**src/rtl/ct_had_dbgreq_ctrl.sv**
```systemverilog
// HAD debug-entry control: merges debug-request sources, runs the enter/exit
// handshake with the RTU, records the entry cause and gates trace enable.
module ct_had_dbgreq_ctrl #(
    parameter int TMO_W = 8
) (
    input  logic       cpuclk,
    input  logic       cpurst_b,
    input  logic       trace_ctrl_req,
    input  logic       inst_bkpt_dbgreq,
    input  logic       mbkpt_ctrl_req,
    input  logic       regs_ctrl_halt_req,
    input  logic       regs_ctrl_exit_req,
    input  logic       regs_ctrl_tme,
    input  logic       pad_had_ext_dbgreq,
    input  logic       rtu_yy_xx_dbgon,
    output logic       ctrl_trace_en,
    output logic       ctrl_rtu_dbg_req,
    output logic       ctrl_rtu_exit_req,
    output logic [2:0] ctrl_regs_dbg_cause,
    output logic       ctrl_regs_dbg_ack,
    output logic       ctrl_regs_req_tmo
);

    typedef enum logic [1:0] {
        IDLE  = 2'b00,
        REQ   = 2'b01,
        DEBUG = 2'b10,
        EXIT  = 2'b11
    } state_t;

    localparam logic [TMO_W-1:0] TMO_MAX  = '1;
    localparam logic [TMO_W-1:0] TMO_LAST = {{(TMO_W-1){1'b1}}, 1'b0};

    state_t           cur_state;
    state_t           nxt_state;
    logic             halt_pend;
    logic [TMO_W-1:0] tmo_cnt;
    logic             req_tmo;
    logic [2:0]       dbg_cause;
    logic [2:0]       nxt_cause;
    logic             dbg_ack;
    logic             any_src;
    logic             req_entry;
    logic             dbg_entry;

    // Highest-priority active source; 000 means nothing is requesting.
    always_comb begin
        nxt_cause = 3'b000;
        if (inst_bkpt_dbgreq) begin
            nxt_cause = 3'b010;
        end else if (mbkpt_ctrl_req) begin
            nxt_cause = 3'b011;
        end else if (trace_ctrl_req) begin
            nxt_cause = 3'b100;
        end else if (halt_pend) begin
            nxt_cause = 3'b001;
        end else if (pad_had_ext_dbgreq) begin
            nxt_cause = 3'b101;
        end
    end

    assign any_src   = (nxt_cause != 3'b000);
    assign req_entry = (cur_state == IDLE) && any_src;
    assign dbg_entry = (cur_state == REQ) && rtu_yy_xx_dbgon;

    always_comb begin
        nxt_state = cur_state;
        unique case (cur_state)
            IDLE:    if (any_src)             nxt_state = REQ;
            REQ:     if (rtu_yy_xx_dbgon)     nxt_state = DEBUG;
            DEBUG:   if (regs_ctrl_exit_req)  nxt_state = EXIT;
            EXIT:    if (!rtu_yy_xx_dbgon)    nxt_state = IDLE;
            default:                          nxt_state = IDLE;
        endcase
    end

    always_ff @(posedge cpuclk or negedge cpurst_b) begin
        if (!cpurst_b) begin
            cur_state <= IDLE;
        end else begin
            cur_state <= nxt_state;
        end
    end

    // A halt in DEBUG only counts when it arrives with the resume command.
    always_ff @(posedge cpuclk or negedge cpurst_b) begin
        if (!cpurst_b) begin
            halt_pend <= 1'b0;
        end else if (regs_ctrl_halt_req && ((cur_state != DEBUG) || regs_ctrl_exit_req)) begin
            halt_pend <= 1'b1;
        end else if (dbg_entry) begin
            halt_pend <= 1'b0;
        end
    end

    always_ff @(posedge cpuclk or negedge cpurst_b) begin
        if (!cpurst_b) begin
            tmo_cnt <= '0;
            req_tmo <= 1'b0;
        end else if (req_entry) begin
            tmo_cnt <= '0;
            req_tmo <= 1'b0;
        end else if (cur_state == REQ) begin
            if (tmo_cnt != TMO_MAX) begin
                tmo_cnt <= tmo_cnt + 1'b1;
            end
            if (tmo_cnt == TMO_LAST) begin
                req_tmo <= 1'b1;
            end
        end
    end

    always_ff @(posedge cpuclk or negedge cpurst_b) begin
        if (!cpurst_b) begin
            dbg_cause <= 3'b000;
            dbg_ack   <= 1'b0;
        end else begin
            dbg_ack <= dbg_entry;
            if (req_entry) begin
                dbg_cause <= nxt_cause;
            end
        end
    end

    // Qualified by reset so every output reads 0 while reset is held.
    assign ctrl_trace_en       = regs_ctrl_tme && (cur_state == IDLE) && cpurst_b;
    assign ctrl_rtu_dbg_req    = (cur_state == REQ);
    assign ctrl_rtu_exit_req   = (cur_state == EXIT);
    assign ctrl_regs_dbg_cause = dbg_cause;
    assign ctrl_regs_dbg_ack   = dbg_ack;
    assign ctrl_regs_req_tmo   = req_tmo;

endmodule

```
**config.mk**
```make
export PLATFORM = sky130hd
export DESIGN_NAME = ct_had_dbgreq_ctrl
export DESIGN_NICKNAME = d
export VERILOG_FILES = /design/src/rtl/ct_had_dbgreq_ctrl.sv
export SDC_FILE = /design/constraint.sdc
export NUM_CORES = 1
export LEC_CHECK = 0
export CORE_MARGIN = 3
export CORE_UTILIZATION = 54
export CTS_CLUSTER_DIAMETER = 120
export DETAILED_ROUTE_END_ITERATION = 8
export GPL_ROUTABILITY_DRIVEN = 0
export PLACE_DENSITY = 0.84
export SLEW_MARGIN = 10
export SYNTH_ARGS = -nofsm -noshare
export SYNTH_HDL_FRONTEND = slang
export SYNTH_SLANG_ARGS = --single-unit
```
**constraint.sdc**
```tcl
create_clock -name cpuclk -period 2.7 [get_ports cpuclk]
set_input_delay 0.54 -clock cpuclk [delete_from_list [all_inputs] [get_ports cpuclk]]
set_output_delay 0.54 -clock cpuclk [all_outputs]
set_load 0.01 [all_outputs]
```
* Yosys cells after proc, flatten, opt, wreduce, memory -nomap -nowiden
Index checks and enable logic that the tools add are counted.
** Storage, ports and cells
- Register bits after elaboration :: 16
- Input bits :: 10
- Output and inout bits :: 8
- Word-level logic and storage cells :: 50
** Cells by class
- Add/sub/neg operators :: 1
- Eq/ne operators :: 10
- Mux-type cells :: 18
- Reductions and logical operators :: 15
** Operators with widths (count)
- $mux 8 :: 3
- $mux 3 :: 5
- $ne 2x2->1 const B :: 5
- $add 8x1->8 const B :: 1
- $eq 8x8->1 const B :: 1
- $mux 2 :: 4
- $ne 8x8->1 const B :: 1
- $pmux 2 s4 :: 1
- $reduce_bool 2->1 :: 4
- $logic_and 1x1->1 :: 5
- $mux 1 :: 5
- $eq 2x2->1 const B :: 2
- $reduce_and 2->1 :: 2
- $reduce_and 4->1 :: 1
- $reduce_bool 3->1 :: 1
- $eq 2x1->1 const B :: 1
- $logic_not 2->1 :: 1
- $logic_or 1x1->1 :: 1

* Logic depth before layout (Yosys ltp)
Gate-level depths: netlist of the first run.
- Word-level depth :: 9
- Gate-level depth with buffers :: 6
- Gate-level depth less buffers :: 5

* Least setup slack after synthesis of the first run
OpenSTA, ideal clock, no wires.
- Path kind :: input port to flip-flop
- Start :: input port inst_bkpt_dbgreq
- End :: register cur_state[1]
- Library setup time :: 125 ps
- Arrival time :: 1665 ps
- Required time :: 2575 ps
- Path slack :: 911 ps
- Stages on the path :: 3
- Path buffers :: 0
- Cell sequence :: or4_4 > o211ai_1 > mux2_2
** On the way
- Longest elaborated chain between the ends :: 4
** Ends and longest elaborated chain
- start, declared :: line 9 : input logic inst_bkpt_dbgreq,
- $mux 3 :: line 49 : if (inst_bkpt_dbgreq) begin
- $reduce_bool 3->1 :: line 62 : assign any_src = (nxt_cause != 3'b000);
- $ne 2x2->1 (no line)
- $reduce_and 4->1 (no line)
- end signal, assigned :: line 81 : cur_state <= nxt_state;
- end, declared :: line 34 : state_t cur_state;
No other way between the ends.
A chain may end at the register's enable or synchronous reset.

* Final worst setup path of the first run
- Start :: register cur_state[1]
- End :: output port ctrl_trace_en
** On the way
- Longest elaborated chain between the ends :: 3
** Ends and longest elaborated chain
- $logic_not 2->1 :: line 126 : assign ctrl_trace_en = regs_ctrl_tme && (cur_state == IDLE) && cpurst_b;
- $logic_and 1x1->1 (2 in series) :: line 126
- end, declared :: line 16 : output logic ctrl_trace_en,
No other way between the ends.

==> flow_metrics.env, run 1 <==
export IMPL_final_nets=131
export IMPL_avgRoutedWirePerCell_um=14.8
export IMPL_min_period_over_period_pct=89.9
export IMPL_crit_buf_inv=2
export IMPL_yosysMostFrequentCell="dfrtp_1"
export IMPL_core_area_sq_um=1580
export IMPL_crit_required_ps=2160
export IMPL_power_w=0.000997
export IMPL_track_usage_pct=19.8
export IMPL_die_w_um=47.9
export IMPL_whs_endpoint="ctrl_regs_req_tmo"
export IMPL_cts_buffers=3
export IMPL_fin_crit_ps=2430
export IMPL_tightest_slew_ps=407
export IMPL_cts_setup_buffers=0
export IMPL_ys_flop_type="dfrtp_1"
export IMPL_drive_gt1_share_pct=9.73
export IMPL_hold_class="flop to flop"
export IMPL_setup_viol=0
export IMPL_path_cells="inv_1 -> ha_1 -> and3_1 -> clkdlybuf4s50_1"
export IMPL_fill_cells=124
export IMPL_synth_avg_cell_area_sq_um=10.1
export IMPL_max_vdd_ir_drop_v=0.000682
export IMPL_r2r_end="cur_state[1]"
export IMPL_grt_pass1_wl_um=3120
export IMPL_slowest_stage="clkdlybuf4s50_1"
export IMPL_powerDensity_nw_per_um2=866
export IMPL_synthTopCellsByCount="dfrtp_1, ha_1, a21oi_1, inv_1, nor3_1"
export IMPL_dp_hpwl_um=1420
export IMPL_clk_latency_ps=290
export IMPL_cts_tree="built"
export IMPL_io_buffers=17
export IMPL_syn2layout_area_growth_pct=21.5
export IMPL_ys_top_cells_by_area="dfrtp_1, ha_1, and4_1"
export IMPL_reg2reg_slack_ps=990
export IMPL_cp_arrival_ps=1890
export IMPL_antenna_found_initial=0
export IMPL_syn_cell_area_sq_um=947
export IMPL_row_count=14
export IMPL_antenna_left=0
export IMPL_wl_um=1910
export IMPL_yosysWarnings=0
export IMPL_min_delay_start="ctrl_regs_req_tmo"
export IMPL_rsz0062_at_grt="false"
export IMPL_vias=760
export IMPL_fin_area_sq_um=1150
export IMPL_clock_skew_final_ps=3.59
export IMPL_io_pins=18
export IMPL_crit_type="flop to output port"
export IMPL_fmax_ghz=0.412
export IMPL_final_max_slew_viol_count=0
export IMPL_cts_root_buffer="clkbuf_4"
export IMPL_clk_pin_slew_ps=90
export IMPL_viasPerCell=5.89
export IMPL_hold_viol_final=0
export IMPL_pre_cts_ws_ps=378
export IMPL_drt_iter0_drc=15
export IMPL_syn_num_nets=111
export IMPL_drv_cap=0
export IMPL_grt_max_degree=17
export IMPL_clock_sinks=16
export IMPL_die_h_um=47.9
export IMPL_r2r_cells=5
export IMPL_synthCells=94
export IMPL_die_area_sq_um=2290
export IMPL_slew_headroom_pct=72.9
export IMPL_seq_area_frac_synth_pct=42.3
export IMPL_htree_levels=1
export IMPL_finalSetupTns_ps=0
export IMPL_dr_pass1_iters=4
export IMPL_num_antenna_cells=0
export IMPL_synth_seq_cells=16
export IMPL_start_util_pct=60.1
export IMPL_outcome="completed"
export IMPL_cts_hold_buf=0
export IMPL_async_flop_share_pct=100
export IMPL_hold_depth=2
export IMPL_r2r_start="cur_state[1]"
export IMPL_cp_max_fo=9
export IMPL_dpl_cell_area_sq_um=1110
export IMPL_grt_pass1_vias=667
export IMPL_cp_depth=4
export IMPL_drcViolationCount=0
export IMPL_synth_top_area_cell="dfrtp_1"
export IMPL_critical_path_top_delay_family="buffers and inverters"
export IMPL_synth_top_area_share_pct=42.3
export IMPL_cts_resized=0
export IMPL_critical_path_max_stage_delay_ps=530
export IMPL_setup_worst_path_end_class="output port"
export IMPL_clockBufferDepth=2
export IMPL_hold_ws_ps=510
export IMPL_power_leakage_nw=0.532
export IMPL_startpoint_type="flop"
export IMPL_synth_edf_count=0
export IMPL_synth_distinct_cells=30
export IMPL_globalRoute_totalOverflow=0
export IMPL_setup_ws_ps=274
-- worst register-to-register path, delay by kind of cell (launching register included) --
kind	cells	cell delay (ps)
mux	1	380
buf+inv	1	110
fa+ha+maj	1	330
compound gates	1	260
flops	1	430
simple gates	1	100
-- cells in the final DEF, fill, tap and decap left out, types with 3 or more instances in the layout --
cell type | netlist | final
nor2_1 | 5 | 5
nand3_1 | 3 | 3
inv_1 | 6 | 6
a21oi_1 | 6 | 6
and3_1 | 5 | 5
clkdlybuf4s50_1 | 0 | 17
nor3_1 | 6 | 6
clkbuf_4 | 0 | 3
o21ai_0 | 4 | 4
nand2_1 | 3 | 3
dfrtp_1 | 16 | 16
and4_1 | 4 | 4
ha_1 | 7 | 7
-- cell type report --
type | count | area (sq um) | area share (%)
timing repair buffer | 19 | 185 | 16.1
inverter | 6 | 22.5 | 1.96
clock buffer | 4 | 36.3 | 3.15
sequential | 16 | 400 | 34.8
multi-input combinational | 68 | 487 | 42.3
tap | 16 | 20.0 | 1.74
-- how the worst max path moves through the flow --
| stage | to | startpoint | slack, ps |
|---|---|---|---|
| 3_3_place_gp | cur_state[1] | inst_bkpt_dbgreq | 430 |
| 2_1_floorplan | cur_state[1] | inst_bkpt_dbgreq | 910 |
| 5_1_grt | ctrl_trace_en | cur_state[0] | 150 |
| 6_report | ctrl_trace_en | cur_state[1] | 270 |
| 3_5_place_dp | cur_state[1] | inst_bkpt_dbgreq | 380 |
| 4_1_cts | ctrl_trace_en | cur_state[0] | 270 |
-- routing by layer --
layer,track usage (%),vias up,routed length (um)
met4,8.06,0,30
met1,27.7,354,891
met5,0,-,0
met2,28.5,16,908
met3,5.64,5,83
li1,-,385,-
-- cells by family (layout without fill, tap and decap cells) --
logic type / count (synthesis) / in the layout / share of synthesized area (%)
simple gates: 37 / 37 / 23.5
compound gates: 21 / 21 / 15.3
flops: 16 / 16 / 42.3
buf+inv: 10 / 29 / 6.34
fa+ha+maj: 7 / 7 / 9.25
mux: 3 / 3 / 3.30
-- where the power goes --
part	leakage [nW]	internal [W]	switching (W)	total, W
registers	0.206	0.000309	0.0000632	0.000372
clock network	0.0210	0.0000822	0.0000780	0.000160
logic	0.305	0.000236	0.000229	0.000465
-- stage by stage --
step / std cells / util [%]
floorplan: 94 / -
global placement: 125 / 70.7
detailed placement: 125 / 70.7
CTS: 129 / 73.0
global route: 129 / 73.0
finish: 129 / 73.0
-- flip-flops by register name, summed over array words and instances, names as in the netlist --
register,cells
ctrl_regs_dbg_cause,3
ctrl_regs_req_tmo,1
tmo_cnt,8
halt_pend,1
ctrl_regs_dbg_ack,1
cur_state,2
Power figures use the tool's default switching activity.
==> run 2, diff against run 1 <==
--- a/config.mk
+++ b/config.mk
@@ -11,6 +11,7 @@
 export DETAILED_ROUTE_END_ITERATION = 8
 export GPL_ROUTABILITY_DRIVEN = 0
 export PLACE_DENSITY = 0.84
+export SKIP_CTS_REPAIR_TIMING = 1
 export SLEW_MARGIN = 10
 export SYNTH_ARGS = -nofsm -noshare
 export SYNTH_HDL_FRONTEND = slang
==> results of run 2 <==
The final DEF is identical to that of run 1; final timing and power are the same.
